### src/rtl/mos_pkg.sv
// Shared types and helpers for the switch-level MOS evaluation core.
//
// 4-state values are carried as two-bit codes so they survive synthesis:
//   2'b00 = logic 0, 2'b01 = logic 1, 2'b10 = high impedance, 2'b11 = unknown.
//
// Contents:
//   logic4_t            two-bit 4-state value
//   L4_0/L4_1/L4_Z/L4_X the four encodings
//   resolve2(a, b)      wired resolution of two drivers on one net
//   is_clash(v)         true when a resolved net carries an unknown value
package mos_pkg;

    typedef logic [1:0] logic4_t;

    localparam logic4_t L4_0 = 2'b00;
    localparam logic4_t L4_1 = 2'b01;
    localparam logic4_t L4_Z = 2'b10;
    localparam logic4_t L4_X = 2'b11;

    // Wired resolution of two drivers. Z is the identity element and X is
    // absorbing, so folding this over any number of channels starting from Z
    // gives the same answer regardless of channel order.
    function automatic logic4_t resolve2(input logic4_t a, input logic4_t b);
        logic4_t r;
        if (a == L4_Z) begin
            r = b;
        end else if (b == L4_Z) begin
            r = a;
        end else if ((a == L4_X) || (b == L4_X)) begin
            r = L4_X;
        end else if (a != b) begin
            r = L4_X;
        end else begin
            r = a;
        end
        return r;
    endfunction

    // A resolved net can only become X through an X driver or a 0/1 clash,
    // so an X on the bus is exactly the conflict condition.
    function automatic logic is_clash(input logic4_t v);
        return (v == L4_X);
    endfunction

endpackage

### src/rtl/mos_switch.sv
// One combinational MOS pass device (nmos or pmos) in 4-state encoding.
//
// Ports:
//   data     in  logic4_t  source terminal value
//   gate     in  logic4_t  gate terminal value
//   is_pmos  in  1         1 = pmos (conducts on gate 0), 0 = nmos (conducts on gate 1)
//   out      out logic4_t  drain value
//
// An unknown or floating gate means the device may or may not conduct. If the
// source floats the drain floats either way; otherwise the drain could be
// either the source level or Z, which without strength modelling collapses to X.
module mos_switch
    import mos_pkg::*;
(
    input  logic4_t data,
    input  logic4_t gate,
    input  logic    is_pmos,
    output logic4_t out
);

    logic conducting;
    logic blocking;

    always_comb begin
        conducting = 1'b0;
        blocking   = 1'b0;
        if (gate == L4_1) begin
            conducting = !is_pmos;
            blocking   = is_pmos;
        end else if (gate == L4_0) begin
            conducting = is_pmos;
            blocking   = !is_pmos;
        end
    end

    always_comb begin
        out = L4_X;
        if (conducting) begin
            out = data;
        end else if (blocking) begin
            out = L4_Z;
        end else if (data == L4_Z) begin
            out = L4_Z;
        end else begin
            out = L4_X;
        end
    end

endmodule

### src/rtl/mos_switch_array.sv
// Registered array of N MOS pass devices whose drains are also wired onto a
// single shared net.
//
// Parameters:
//   N       number of channels (1..32)
//   P_MASK  per-channel device type, bit i = 1 -> pmos, 0 -> nmos
//
// Ports:
//   clk         in   1    clock, all state changes on the rising edge
//   rst         in   1    synchronous active-high reset, dominates en
//   en          in   1    sample enable; outputs hold while low
//   data_i      in   2*N  4-state source per channel, channel i at [2i+1:2i]
//   gate_i      in   2*N  4-state gate per channel, same packing
//   ch_o        out  2*N  registered drain value per channel
//   bus_o       out  2    registered wired resolution of all channels
//   conflict_o  out  1    registered: bus is X from a clash or an X driver
//
// Latency is one cycle from a sample taken with en=1. Reset drives every
// output to the floating state and drops whatever was sampled alongside it.
module mos_switch_array
    import mos_pkg::*;
#(
    parameter int          N      = 4,
    parameter logic [N-1:0] P_MASK = '0
) (
    input  logic           clk,
    input  logic           rst,
    input  logic           en,
    input  logic [2*N-1:0] data_i,
    input  logic [2*N-1:0] gate_i,
    output logic [2*N-1:0] ch_o,
    output logic [1:0]     bus_o,
    output logic           conflict_o
);

    logic4_t        ch_next [N];
    logic [2*N-1:0] ch_next_flat;
    logic4_t        bus_next;
    logic           conflict_next;

    logic [2*N-1:0] ch_reg;
    logic4_t        bus_reg;
    logic           conflict_reg;

    // One switch per channel, unpacked from the flat input buses.
    generate
        for (genvar gi = 0; gi < N; gi++) begin : g_switch
            mos_switch u_switch (
                .data    (data_i[2*gi +: 2]),
                .gate    (gate_i[2*gi +: 2]),
                .is_pmos (P_MASK[gi]),
                .out     (ch_next[gi])
            );
            assign ch_next_flat[2*gi +: 2] = ch_next[gi];
        end
    endgenerate

    // Linear fold from Z; resolve2 is associative and commutative so the
    // channel order does not affect the result.
    always_comb begin
        bus_next = L4_Z;
        for (int i = 0; i < N; i++) begin
            bus_next = resolve2(bus_next, ch_next[i]);
        end
        conflict_next = is_clash(bus_next);
    end

    always_ff @(posedge clk) begin
        if (rst) begin
            ch_reg       <= {N{L4_Z}};
            bus_reg      <= L4_Z;
            conflict_reg <= 1'b0;
        end else if (en) begin
            ch_reg       <= ch_next_flat;
            bus_reg      <= bus_next;
            conflict_reg <= conflict_next;
        end
    end

    assign ch_o       = ch_reg;
    assign bus_o      = bus_reg;
    assign conflict_o = conflict_reg;

endmodule

### config.mk
export PLATFORM = sky130hd
export DESIGN_NAME = mos_switch_array
export DESIGN_NICKNAME = d
export VERILOG_FILES = /design/src/rtl/mos_pkg.sv /design/src/rtl/mos_switch.sv /design/src/rtl/mos_switch_array.sv
export SDC_FILE = /design/constraint.sdc
export NUM_CORES = 1
export LEC_CHECK = 0
export BUFFER_PORTS_ARGS = -buffer_cell sky130_fd_sc_hd__buf_4
export CAP_MARGIN = 5
export CORE_ASPECT_RATIO = 0.8
export CORE_MARGIN = 8
export CORE_UTILIZATION = 25
export CTS_CLUSTER_DIAMETER = 60
export DETAILED_ROUTE_END_ITERATION = 10
export GPL_TIMING_DRIVEN = 0
export PLACE_DENSITY = 0.53
export SLEW_MARGIN = 25
export SYNTH_ARGS = -nofsm -noshare
export SYNTH_HDL_FRONTEND = slang
export SYNTH_HIERARCHICAL = 1
export SYNTH_SLANG_ARGS = --single-unit
### constraint.sdc
create_clock -name clk -period 2.1 [get_ports clk]
set_input_delay 0.105 -clock clk [delete_from_list [all_inputs] [get_ports clk]]
set_output_delay 0.105 -clock clk [all_outputs]
set_load 0.01 [all_outputs]
After elaboration in Yosys (flattened, before gate mapping)
Index checks and enable logic that the tools add are counted.
Word-level totals
  bits of input ports: 19
  output and inout bits: 11
  logic and storage cells: 70
  register bits after elaboration: 11
Operators by class
  eq/ne operators: 24
  mux-type cells: 36
  reductions and logical operators: 7
Operator list (count)
  $mux W2: 20
  $eq A2 B2 Y1 const B: 17
  $mux W1: 16
  $eq A2 B1 Y1 const B: 4
  $logic_not A2 Y1: 4
  $ne A2 B2 Y1: 3
  $logic_or A1 B1 Y1: 3

Longest topological paths before layout
Gate-level depths: netlist of run 1.
  word-level depth: 21
  mapped depth: 9
  gate-level depth less buffers: 9

Hierarchy
The synthesis of run 1 kept the hierarchy.
By module, submodules not included
  mos_switch_array: cells each 65, times used 1, area an instance 598.1 µm², seq. area each 220.2 µm²
  mos_switch: cells each 6, times used 4, area an instance 36.3 µm², seq. area each 0.0 µm²

Worst setup path before layout of run 1
OpenSTA, ideal clock, no wires.
  path kind: input port to flip-flop
  from: input gate_i[2]
  to: register conflict_reg, in the netlist conflict_o
  path buffers: 0
  path slack: 0.237 ns
  arrival time: 1.738 ns
  library setup time: 0.125 ns
  stages: 9
  data required time: 1.975 ns
  cell sequence: xnor2_1 > o211ai_1 > inv_1 > ha_1 > mux2_4 > o22ai_4 > a41oi_1 > a31oi_2 > o32ai_2
RTL lines
  start: declaration: RTL line mos_switch_array.sv:30  | input logic [2*N-1:0] gate_i,
  end signal: assignment: RTL line mos_switch_array.sv:76  | conflict_reg <= conflict_next;
  end: declaration: RTL line mos_switch_array.sv:43  | logic conflict_reg;

==> results of run 1 <==
[final timing paths]
check                              from  slack [ns]  cells after the start                      end
setup reg to reg   ch_o[1]$_SDFFE_PP1P_        1.32                      2     ch_o[1]$_SDFFE_PP1P_
hold / removal                      rst        0.08                      2     ch_o[3]$_SDFFE_PP1P_
setup / recovery              gate_i[2]        0.20                     10  conflict_o$_SDFFE_PP0P_
hold reg to reg   bus_o[1]$_SDFFE_PP1P_        0.47                      2    bus_o[1]$_SDFFE_PP1P_
[critical path, cell delays in order]
cell and delay [ns]:
sky130_fd_sc_hd__buf_4 0.08, sky130_fd_sc_hd__xnor2_1 0.06, sky130_fd_sc_hd__o211ai_1 0.36, sky130_fd_sc_hd__inv_1 0.10
sky130_fd_sc_hd__ha_1 0.31, sky130_fd_sc_hd__mux2_4 0.28, sky130_fd_sc_hd__o22ai_4 0.19, sky130_fd_sc_hd__a41oi_1 0.17
sky130_fd_sc_hd__a31oi_2 0.25, sky130_fd_sc_hd__o32ai_2 0.11
[registers in the layout, summed over array words and instances (netlist names)]
name	flops
conflict_o	1
bus_o	2
ch_o	8
[power breakdown]
group	internal, mW	leakage [nW]	switching [mW]	total [mW]
Clock	0.133	0.0228	0.0733	0.206
Combinational	0.0869	0.364	0.0832	0.170
Sequential	0.225	0.0913	0.00727	0.232
[Yosys cell counts, types with 2 or more instances]
cell / instances
sky130_fd_sc_hd__nand2_1: 7
sky130_fd_sc_hd__or3_1: 5
sky130_fd_sc_hd__dfxtp_1: 11
sky130_fd_sc_hd__nor2b_1: 5
sky130_fd_sc_hd__nor2_1: 8
sky130_fd_sc_hd__buf_2: 2
sky130_fd_sc_hd__a211o_1: 4
sky130_fd_sc_hd__o211ai_1: 4
sky130_fd_sc_hd__nand2b_1: 4
sky130_fd_sc_hd__mux2i_1: 4
sky130_fd_sc_hd__xnor2_1: 4
sky130_fd_sc_hd__inv_1: 9
[per-layer routing]
layer,global-route usage (%),wire length (um),up-vias
met4,3.83,41,0
met3,4.55,134,6
li1,-,-,384
met5,0,0,-
met2,13.4,944,20
met1,8.37,834,315
[layout make-up]
cell class	count	area (um^2)
Tap cell	38	47.5
Timing Repair Buffer	29	218
Buffer	3	13.8
Multi-Input combinational cell	69	487
Clock buffer	4	45.0
Fill cell	284	1720
Sequential cell	11	220
Inverter	9	33.8
[stage by stage]
stage,utilization (%),hold slack [ns],power (mW)
after floorplan,-,0.204,0.334
after global placement,36.6,0.323,0.403
after detailed placement,36.6,0.324,0.408
after CTS,38.2,0.0811,0.621
after global routing,38.2,0.0820,0.651
final,38.2,0.0832,0.608
[cell families after synthesis]
family | after synthesis | synth area share [%]
AND/OR/NAND/NOR | 37 | 27.3
AO/OA/AOI/OAI | 18 | 22.4
buffers and inverters | 12 | 6.40
flip-flops | 11 | 29.6
multiplexers | 5 | 7.41
XOR/XNOR | 4 | 4.71
adder cells (fa/ha/maj) | 1 | 1.68
other | 1 | 0.505
==> impl.org, run 1 <==
** Critical path
- For the worst setup path, the data arrival time is 2.01 ns.
- Worst path required time :: 2.22 ns
- Category of the critical setup timing path :: in -> reg
- Crit-path max FO :: 5
- Crit start category :: primary input
- The worst setup path is captured at a register.

** Floorplan
- Die boundary width :: 77.0 um
- IO Count :: 30
- The die is 64.8 um tall.
- Core region area :: 2790 um^2
- After floorplanning, the core was divided into 17 placement rows.
- The floorplan step defined a die boundary enclosing 4980 um^2.
- For this configuration, the core starts out at a cell density of 26.7%.

** Synth
- Synthesis handed over a netlist of 89 instances.
- Most used DFF post-synth :: sky130_fd_sc_hd__dfxtp_1
- For this run, the register share of the synthesized area comes to 29.6%.
- In this run the cell area of the synthesized design comes to 743 um^2.
- Flop and latch count out of synthesis :: 11
- In this run the biggest area consumer among cell types represents 29.6% of the synthesized area.
- Dividing the synthesized area by the synthesized cell count gives 8.35 um^2.
- By area the synthesized netlist is led by sky130_fd_sc_hd__dfxtp_1, sky130_fd_sc_hd__mux2i_1, sky130_fd_sc_hd__a211o_1.
- Cell accounting for the most synthesized area :: sky130_fd_sc_hd__dfxtp_1
- After synthesis, the netlist uses 34 different library cells.
- Warnings, synthesis :: 6
- Counting flops with a built-in enable in the synthesized netlist gives 0.
- After synthesis, the share of flip-flops with an asynchronous set or reset is 0%.

** Global route
- Vias in the first global route :: 750
- Summed over all layers, the global routing overflow is 0.
- Overall Global Routing Usage :: 8.16%
- Global-route wire length before repair :: 3270 um
- The number of antenna violations at the first check in global routing is 0.
- Pin count of the biggest net entering global routing :: 11

** Placement
- Counting tap cells, the placed design contains a total of 159 instances.
- Total of buffers placed on input and output ports :: 29
- Once detailed placement completed, the half-perimeter wirelength came to 1630 um.
- After detailed placement, the total cell area comes to 1020 um^2.
- Timing analysis after detailed placement gives a worst setup slack of -0.0774 ns.
- Routability-driven placement finished with a final weighted congestion of 0.684.

** Final layout
- # diodes :: 0
- Cells with a size suffix above 1 make up 32.0% of the layout.
- Top library cells by usage in the layout, fill and taps aside :: sky130_fd_sc_hd__buf_4, sky130_fd_sc_hd__dfxtp_1, sky130_fd_sc_hd__inv_1
- After the flow finishes, the layout carries non-filler instances totaling 163.
- For this run, the post-layout net count is 146.
- Compared with the post-synthesis result, the final layout area differs by 43.3%.
- Area of all placed cells without fillers :: 1060 um^2
- Leaving out fill and tap cells, the most frequent cell in the layout is sky130_fd_sc_hd__buf_4.

** Pwr
- Power per cell area :: 571 nW/um^2
- IR analysis of the VDD net gives a maximum drop of 0.000338 V.
- The analysis attributes to cell leakage a power of 0.478 nW.

** Detailed routing
- Post-DR wirelength/cell :: 12.0 um
- In this run the remaining antenna-violating nets after routing total 0.
- After detailed routing, the number of remaining DRC violations is 0.
- For this block, the via count after detailed routing is 725.
- The routed design has 1950 um of wire.
- Number of detailed-routing iterations run before antenna repair :: 4
- After detailed routing, the number of vias per cell comes to 4.45.
- After the first detailed-routing iteration, the DRC count stood at 22.

** Clock network
- Post-cts repair resize count :: 0
- In this run the clock root is driven by a sky130_fd_sc_hd__clkbuf_8.
- After clock tree synthesis, the flow added hold-fix buffers numbering 0.
- Clock latency of the later-clocked register in the worst-skew pair :: 0.23 ns
- In this run the number of H-tree levels came out at 1.
- After clock tree synthesis, the clock-pin slew on the worst setup and hold paths is 0.05 ns.
- Clk buf depth :: 2
- TritonCTS built the clock tree.
- The number of setup buffers added after CTS is 0.
- Number of buffers created by CTS :: 3
- The clock drives 11 sinks.

** Job
- The tool flagged a number of max-cap violations equal to 0.

** Timing
- After layout, the worst setup slack is 0.203 ns.
- Clock period minus worst slack :: 1.90 ns
- Setup violations remaining at the end of the flow were counted as 0.
- Post-route clock skew :: 0 ns
- Final Hold Vio Count :: 0
- Static timing analysis puts the maximum clock frequency at 0.527 GHz.
- At the pin with the least slew margin, the transition time is 0.558 ns.
- Slew HR :: 62.8%
- In the finished design, the share of the clock period the worst path needs comes to 90.4%.
- The final max-slew violation count came to 0.
- Final total negative setup slack :: 0 ns
- Setup repair after global routing left no endpoint under its margin.

** Worst hold path
- Path type of the worst min-delay path :: in -> reg

** Run status
- Result of the run :: complete, no violations
Power figures use the tool's default switching activity.
==> run 2, diff against run 1 <==
--- a/config.mk
+++ b/config.mk
@@ -5,6 +5,7 @@
 export SDC_FILE = /design/constraint.sdc
 export NUM_CORES = 1
 export LEC_CHECK = 0
+export ABC_AREA = 1
 export BUFFER_PORTS_ARGS = -buffer_cell sky130_fd_sc_hd__buf_4
 export CAP_MARGIN = 5
 export CORE_ASPECT_RATIO = 0.8
==> impl.org, run 2 <==
** Placement
- Final weighted congestion of routability-driven global placement :: 0.707
- Placed Area :: 1030 um^2
- Post-placement setup slack :: 0.415 ns
- HPWL Detailed :: 1630 um
- Counting tap cells, the placed design contains a total of 192 instances.
- Total of buffers placed on input and output ports :: 28

** Final layout
- # diodes :: 0
- Area growth from synthesis to final layout :: 44.2%
- Layout Cells excl Fill :: 196
- Finished Core Util :: 38.2%
- Top library cells by usage in the layout, fill and taps aside :: sky130_fd_sc_hd__nand2_1, sky130_fd_sc_hd__buf_4, sky130_fd_sc_hd__inv_1
- Leaving out fill and tap cells, the most frequent cell in the layout is sky130_fd_sc_hd__nand2_1.
- Final net count :: 179
- The layout has 319 filler cells.
- Once layout is done, the placed cells without fillers occupy 1070 um^2.
- Fraction of layout cells with a size suffix above 1 :: 29.7%
- The register with the most flip-flops in the layout has 8 of them.

** Timing
- The final max-slew violation count came to 0.
- Setup repair after global routing missed its margin :: false
- Hold is met by 0.0490 ns.
- Derived from the worst setup path, the maximum achievable clock frequency is 0.699 GHz.
- Adding up every negative setup slack in the final design gives 0 ns.
- Clock period minus worst slack :: 1.43 ns
- Slack of the critical path :: 0.668 ns
- Final Hold Vio Count :: 0
- Final setup violation count :: 0
- Post-route clock skew :: 0 ns
- In the finished design, the share of the clock period the worst path needs comes to 68.2%.

** Synth
- Flop and latch count out of synthesis :: 11
- The netlist uses 19 different library cells.
- Cell accounting for the most synthesized area :: sky130_fd_sc_hd__dfxtp_1
- Counting flops with a built-in enable in the synthesized netlist gives 0.
- Cell area after technology mapping :: 744 um^2
- Most frequent cell after synthesis :: sky130_fd_sc_hd__nand2_1
- By area the synthesized netlist is led by sky130_fd_sc_hd__dfxtp_1, sky130_fd_sc_hd__nand2_1, sky130_fd_sc_hd__inv_1.
- Warnings, synthesis :: 6
- Most used DFF post-synth :: sky130_fd_sc_hd__dfxtp_1
- Gate count after technology mapping :: 119
- By count the netlist is led by sky130_fd_sc_hd__nand2_1, sky130_fd_sc_hd__inv_1, sky130_fd_sc_hd__dfxtp_1, sky130_fd_sc_hd__nand3_1, sky130_fd_sc_hd__nor2_1.
- A synthesized cell averages 6.26 um^2.
- Share of async-settable or async-resettable flops after synthesis :: 0%
- The share of synthesized area in the top cell type comes to 29.6%.
- For this run, the register share of the synthesized area comes to 29.6%.

** Critical path
- STA puts the critical path data arrival time at 1.60 ns.
- The worst setup path is launched from a primary input.
- The largest single stage delay on the critical path is 0.30 ns.
- The critical path in this run is classified as in -> reg.
- Crit path cell chain :: buf_4 > inv_1 > nand2_2 > nand3_2 > nand2_1 > inv_1 > ha_1 > nand2_2 > nand3_2 > nand2_2 > nand2_1 > nand2_1 > nand3_2 > nand2_1 > nand2_1 > nand2_1 > nand2_1 > a21oi_2
- Cell repeated most along the worst path :: sky130_fd_sc_hd__nand2_1
- Capturing element type of the critical path :: register
- The slowest stage of the critical path belongs to the cell sky130_fd_sc_hd__ha_1.
- In this run the worst path has a maximum fanout of 4.
- The setup check on the worst reg-to-reg path leaves a slack of 1.47 ns.
- The critical path contains buffers and inverters numbering 3 combined.
- Worst path required time :: 2.27 ns
- The kind of cell with the highest combined delay along the critical path is simple AND/OR/NAND/NOR gates.

** Detailed routing
- DRT Wirelength :: 1900 um
- # DRC :: 0
- Detailed routing inserted a total of 810 vias.
- Number of detailed-routing iterations run before antenna repair :: 4
- Number of routed nets with antenna violations :: 0
- After detailed routing, the average wire length per cell comes to 9.69 um.
- 1st-iter DRT viols :: 32
- Via count normalized by instance count :: 4.13

** Clock network
- Clock-pin slew of the registers on the worst-case setup and hold paths :: 0.05 ns
- Number of buffers created by CTS :: 3
- Number of buffers added for setup after CTS :: 0
- Number of hold buffers added after cts :: 0
- Post-cts repair resize count :: 0
- Buffer type at the clock tree root :: sky130_fd_sc_hd__clkbuf_8
- In this run the number of H-tree levels came out at 1.
- Count of clock tree sinks :: 11
- At the later pin of the worst-skew pair, clock insertion delay measures 0.23 ns.
- Clk buf depth :: 2
- TritonCTS clock tree :: done

** Floorplan
- In this run the vertical extent of the chip is 64.8 um.
- IO Count :: 30
- The die covers 4990 um^2.
- Initial cell density of the core :: 26.5%
- Number of rows in the core area :: 17
- The die is 77.0 um wide.
- Core region area :: 2810 um^2

** Pwr
- Post-layout total power :: 602 uW
- Power per cell area :: 560 nW/um^2
- Across the VDD grid, the largest voltage drop is 0.000408 V.
- Static power due to leakage :: 0.581 nW

** Global route
- Pin count of the biggest net entering global routing :: 11
- Global-route wire length before repair :: 3270 um
- The number of global-route vias before repair is 808.
- Grt total ovfl :: 0
- Antenna violations before repair :: 0
- Global routing used 7.66% of the available tracks.

** Run status
- Result of the run :: complete, no violations

** Worst hold path
- Path type of the worst min-delay path :: in -> reg

** Job
- Across the run, the number of max-cap violations was 0.
## run 2: cell types whose count changed in the layout (fill, tap and decap cells not counted), moves of 5 or more
cell and change:
sky130_fd_sc_hd__nand2_2 +6, sky130_fd_sc_hd__nand2_1 +24, sky130_fd_sc_hd__nor2b_1 -5, sky130_fd_sc_hd__or3_1 -5, sky130_fd_sc_hd__nand3_2 +6, sky130_fd_sc_hd__inv_1 +13, sky130_fd_sc_hd__nand3_1 +8
## run 2: worst reg2reg max path, cell delays in order (launching register included)
cell and delay, ns:
sky130_fd_sc_hd__dfxtp_1 0.31, sky130_fd_sc_hd__o21ai_0 0.15, sky130_fd_sc_hd__a21oi_1 0.05
## run 2: area by class of cell
class | count | area [um^2] | share of cell area (%)
tap | 38 | 47.5 | 4.43
inverter | 24 | 90.1 | 8.39
buffer | 2 | 8.76 | 0.816
timing repair buffer | 28 | 210 | 19.6
multi-input combinational | 89 | 452 | 42.1
clock buffer | 4 | 45.0 | 4.20
sequential | 11 | 220 | 20.5
## run 2: kinds of logic after synthesis
family          synth area share, %
other cells                   0.504
xor+xnor                       1.18
fa+ha+maj                      1.68
compound gates                 13.3
flops                          29.6
simple gates                   40.5
buf+inv                        13.3
## run 2: path summary, 6_finish.rpt
check | startpoint | to | cells after the start
worst max-delay path | gate_i[2] | conflict_o$_SDFFE_PP0P_ | 18
worst max register to register | ch_o[0]$_SDFFE_PP0P_ | ch_o[0]$_SDFFE_PP0P_ | 2
worst min-delay path | rst | conflict_o$_SDFFE_PP0P_ | 2
worst min register to register | ch_o[6]$_SDFFE_PP0P_ | ch_o[6]$_SDFFE_PP0P_ | 2
## run 2: power by group
part           internal, mW  total (mW)  switching [mW]  leakage [nW]
Sequential            0.225       0.232         0.00771        0.0914
Clock                 0.133       0.208          0.0753        0.0228
Combinational        0.0737       0.161          0.0874         0.467
Total                 0.431       0.602           0.170         0.581
## run 2: routing by layer
layer / global-route usage [%] / up-vias / part of all wire, %
met5: 0 / - / 0
met2: 13.4 / 18 / 46
met1: 8.41 / 345 / 47
met4: 2.35 / 0 / 1.2
met3: 3.03 / 2 / 6.4
li1: - / 445 / -
==> run 3, diff against run 2 <==
--- a/config.mk
+++ b/config.mk
@@ -14,7 +14,7 @@
 export CTS_CLUSTER_DIAMETER = 60
 export DETAILED_ROUTE_END_ITERATION = 10
 export GPL_TIMING_DRIVEN = 0
-export PLACE_DENSITY = 0.53
+export PLACE_DENSITY = 0.55
 export SLEW_MARGIN = 25
 export SYNTH_ARGS = -nofsm -noshare
 export SYNTH_HDL_FRONTEND = slang
==> constraint.sdc (replaced) <==
create_clock -name clk -period 1.2 [get_ports clk]
set_input_delay 0.06 -clock clk [delete_from_list [all_inputs] [get_ports clk]]
set_output_delay 0.06 -clock clk [all_outputs]
set_load 0.01 [all_outputs]
==> impl.org, run 3 (synthesized netlist as in run 2, its figures left out) <==
** Timing
- Final Hold Vio Count :: 0
- For the final database, setup skew stands at 0 ns.
- Max Transition Viols Final :: 0
- In the finished design, the share of the clock period the worst path needs comes to 101%.
- Clock period minus worst slack :: 1.21 ns
- Slack of the critical path :: -0.0102 ns
- Setup violations remaining at the end of the flow were counted as 2.
- Worst hold slack after final layout :: 0.00389 ns
- Setup repair after global routing could not meet its margin everywhere.
- Timing would allow up to 0.826 GHz.

** Floorplan
- After floorplanning, the core was divided into 17 placement rows.
- The core region is 2810 um^2.
- For this configuration, the core starts out at a cell density of 26.5%.
- From bottom edge to top edge, the die measures 64.8 um.
- The die covers 4990 um^2.
- 30 I/O pins were placed.
- Die boundary width :: 77.0 um

** Pwr
- Power per cell area :: 937 nW/um^2
- In this run, the clock network consumes 33.0% of the power.
- Worst vdd rail ir drop :: 0.000488 V
- Combinational logic burns 30.1% of the power.
- The analysis attributes to cell leakage a power of 0.621 nW.
- In this run the power spent charging and discharging nets is 320 uW.
- Design internal power :: 781 uW
- Switching Fraction :: 29.0%
- Seq pwr share :: 36.8%
- Power comes to 1.10 mW.

** Final layout
- For this run, the post-layout net count is 183.
- In the final layout, flip-flops and latches occupy 220 um^2.
- Fraction of layout cells with a size suffix above 1 :: 39.5%
- Top library cells by usage in the layout, fill and taps aside :: sky130_fd_sc_hd__nand2_1, sky130_fd_sc_hd__buf_4, sky130_fd_sc_hd__inv_1
- Max reg flops :: 8
- # diodes :: 0
- Summing all multi-input logic gate instances after layout gives 507 um^2.
- After the flow finishes, the layout carries non-filler instances totaling 200.
- Compared with the post-synthesis result, the final layout area differs by 57.8%.
- The layout has 320 filler cells.

** Worst hold path
- Path type of the worst min-delay path :: in -> reg
- The worst hold path begins at rst.

** Global route
- Global routing consumed, over all layers together, 7.71% of the routing resources.
- Grt total ovfl :: 0
- Vias in the first global route :: 810
- The first global-routing pass estimated 3270 um of wire.
- Antenna violations before repair :: 0
- Entering global routing, the biggest net connects 11 pins.

** Critical path
- Counting stages on the worst path, the most repeated cell is sky130_fd_sc_hd__nand2_1.
- Crit path largest cell delay :: 0.20 ns
- For the worst setup path, the data required time is 1.37 ns.
- Capturing element type of the critical path :: register
- Along the worst path, the maximum fanout reaches 4.
- STA puts the critical path data arrival time at 1.38 ns.
- Category of the critical setup timing path :: in -> reg
- Source of the critical timing path :: data_i[2]
- Crit start category :: primary input
- FF-to-FF Start :: ch_o[0]$_SDFFE_PP0P_
- The largest individual stage delay along the critical path comes from the cell sky130_fd_sc_hd__ha_4.
- Traced cell by cell, the critical path runs through buf_6 > o21ai_2 > nand2_2 > inv_2 > ha_4 > nand2_4 > nand3_4 > nand2_4 > nand2_1 > nand2_1 > nand3_2 > nand2_1 > nand2_1 > nand2_2 > nand2_2 > a21oi_2.

** Placement
- After detailed placement, the design holds a cell count of 192.
- Total of buffers placed on input and output ports :: 28
- Once detailed placement completed, the half-perimeter wirelength came to 1570 um.
- Final weighted congestion of routability-driven global placement :: 0.683

** Clock network
- After clock tree synthesis, the clock-pin slew on the worst setup and hold paths is 0.05 ns.
- TritonCTS clock tree :: done
- The tree is rooted in a sky130_fd_sc_hd__clkbuf_8.
- H-tree depth :: 1
- TritonCTS created 3 clock buffers.
- For this design, the CTS-stage hold fixing added 0 buffers.
- The tree built by TritonCTS fans out to 11 sinks.
- Clock latency of the later-clocked register in the worst-skew pair :: 0.24 ns
- Clk buf depth :: 2

** Detailed routing
- After detailed routing, the average wire length per cell comes to 9.50 um.
- Summing over every cut layer, the via total after detailed routing is 835.
- For this block, the initial DRC count from the detailed router was 50.
- After detailed routing, the number of remaining DRC violations is 0.
- In this run the remaining antenna-violating nets after routing total 0.
- Number of detailed-routing iterations run before antenna repair :: 3
- The routed design has 1900 um of wire.
- After detailed routing, the number of vias per cell comes to 4.18.

** Job
- Across the run, the number of max-cap violations was 0.

** Run status
- Result of the run :: complete, but fails checks
- Violated checks :: negative setup slack
## run 3: cell count changes in the layout (fill, tap and decap cells not counted), moves of 3 or more
cell                      delta
sky130_fd_sc_hd__buf_6       +4
sky130_fd_sc_hd__inv_2       +4
sky130_fd_sc_hd__inv_1       -4
sky130_fd_sc_hd__nand2_1     -3
## run 3: layout make-up
class,instances,share of cell area [%]
buffer,2,0.745
clock buffer,3,3.51
clock inverter,1,0.426
inverter,24,7.67
multi-input combinational,89,43.1
sequential,11,18.7
tap,38,4.05
timing repair buffer,32,21.7
## run 3: power by group through the flow
| stage | clock network [mW] | registers (mW) | logic (mW) |
|---|---|---|---|
| after CTS | 0.376 | 0.406 | 0.310 |
| after global routing | 0.402 | 0.409 | 0.375 |
| after floorplan | 0 | 0.425 | 0.158 |
| final | 0.364 | 0.405 | 0.332 |
| after detailed placement | 0 | 0.413 | 0.290 |
| after global placement | 0 | 0.413 | 0.284 |
## run 3: repair_timing
| action | in CTS | in global routing |
|---|---|---|
| buffers inserted | 3 | 1 |
| resized for setup | 9 | 8 |
| pin swaps | 14 | 10 |
| hold endpoints to repair | 0 | 0 |
| setup endpoints to repair | 2 | 2 |
## run 3: routing by layer
metal / vias up / part of all wire, % / global-route usage, %
met3: 2 / 6.5 / 3.44
met1: 365 / 43 / 8.47
met4: 0 / 1.0 / 1.41
met2: 18 / 49 / 13.7
li1: 450 / - / -
met5: - / 0 / 0
## run 3: metrics by stage
step / TNS (ns) / util [%] / cell area (um^2) / setup slack (ns)
4_1_cts: -0.0772 / 40.3 / 1130 / -0.0703
3_3_place_gp: -0.684 / 37.1 / 1040 / -0.310
5_1_grt: -0.291 / 41.8 / 1170 / -0.146
6_report: -0.0148 / 41.8 / 1170 / -0.0102
3_5_place_dp: -0.751 / 37.1 / 1040 / -0.339
2_1_floorplan: -0.140 / - / 783 / -0.0822
## run 3: path summary, 6_finish.rpt
| path | end | slack, ns | cells after the start |
|---|---|---|---|
| min reg2reg | ch_o[6]$_SDFFE_PP0P_ | 0.46 | 2 |
| max | conflict_o$_SDFFE_PP0P_ | -0.01 | 16 |
| max reg2reg | ch_o[0]$_SDFFE_PP0P_ | 0.56 | 2 |
| min | conflict_o$_SDFFE_PP0P_ | 0.004 | 2 |
## run 3: critical path: cells and delay by family
| family | cells | cell delay (ns) |
|---|---|---|
| simple gates | 11 | 0.73 |
| fa+ha+maj | 1 | 0.20 |
| compound gates | 2 | 0.23 |
| buf+inv | 2 | 0.17 |
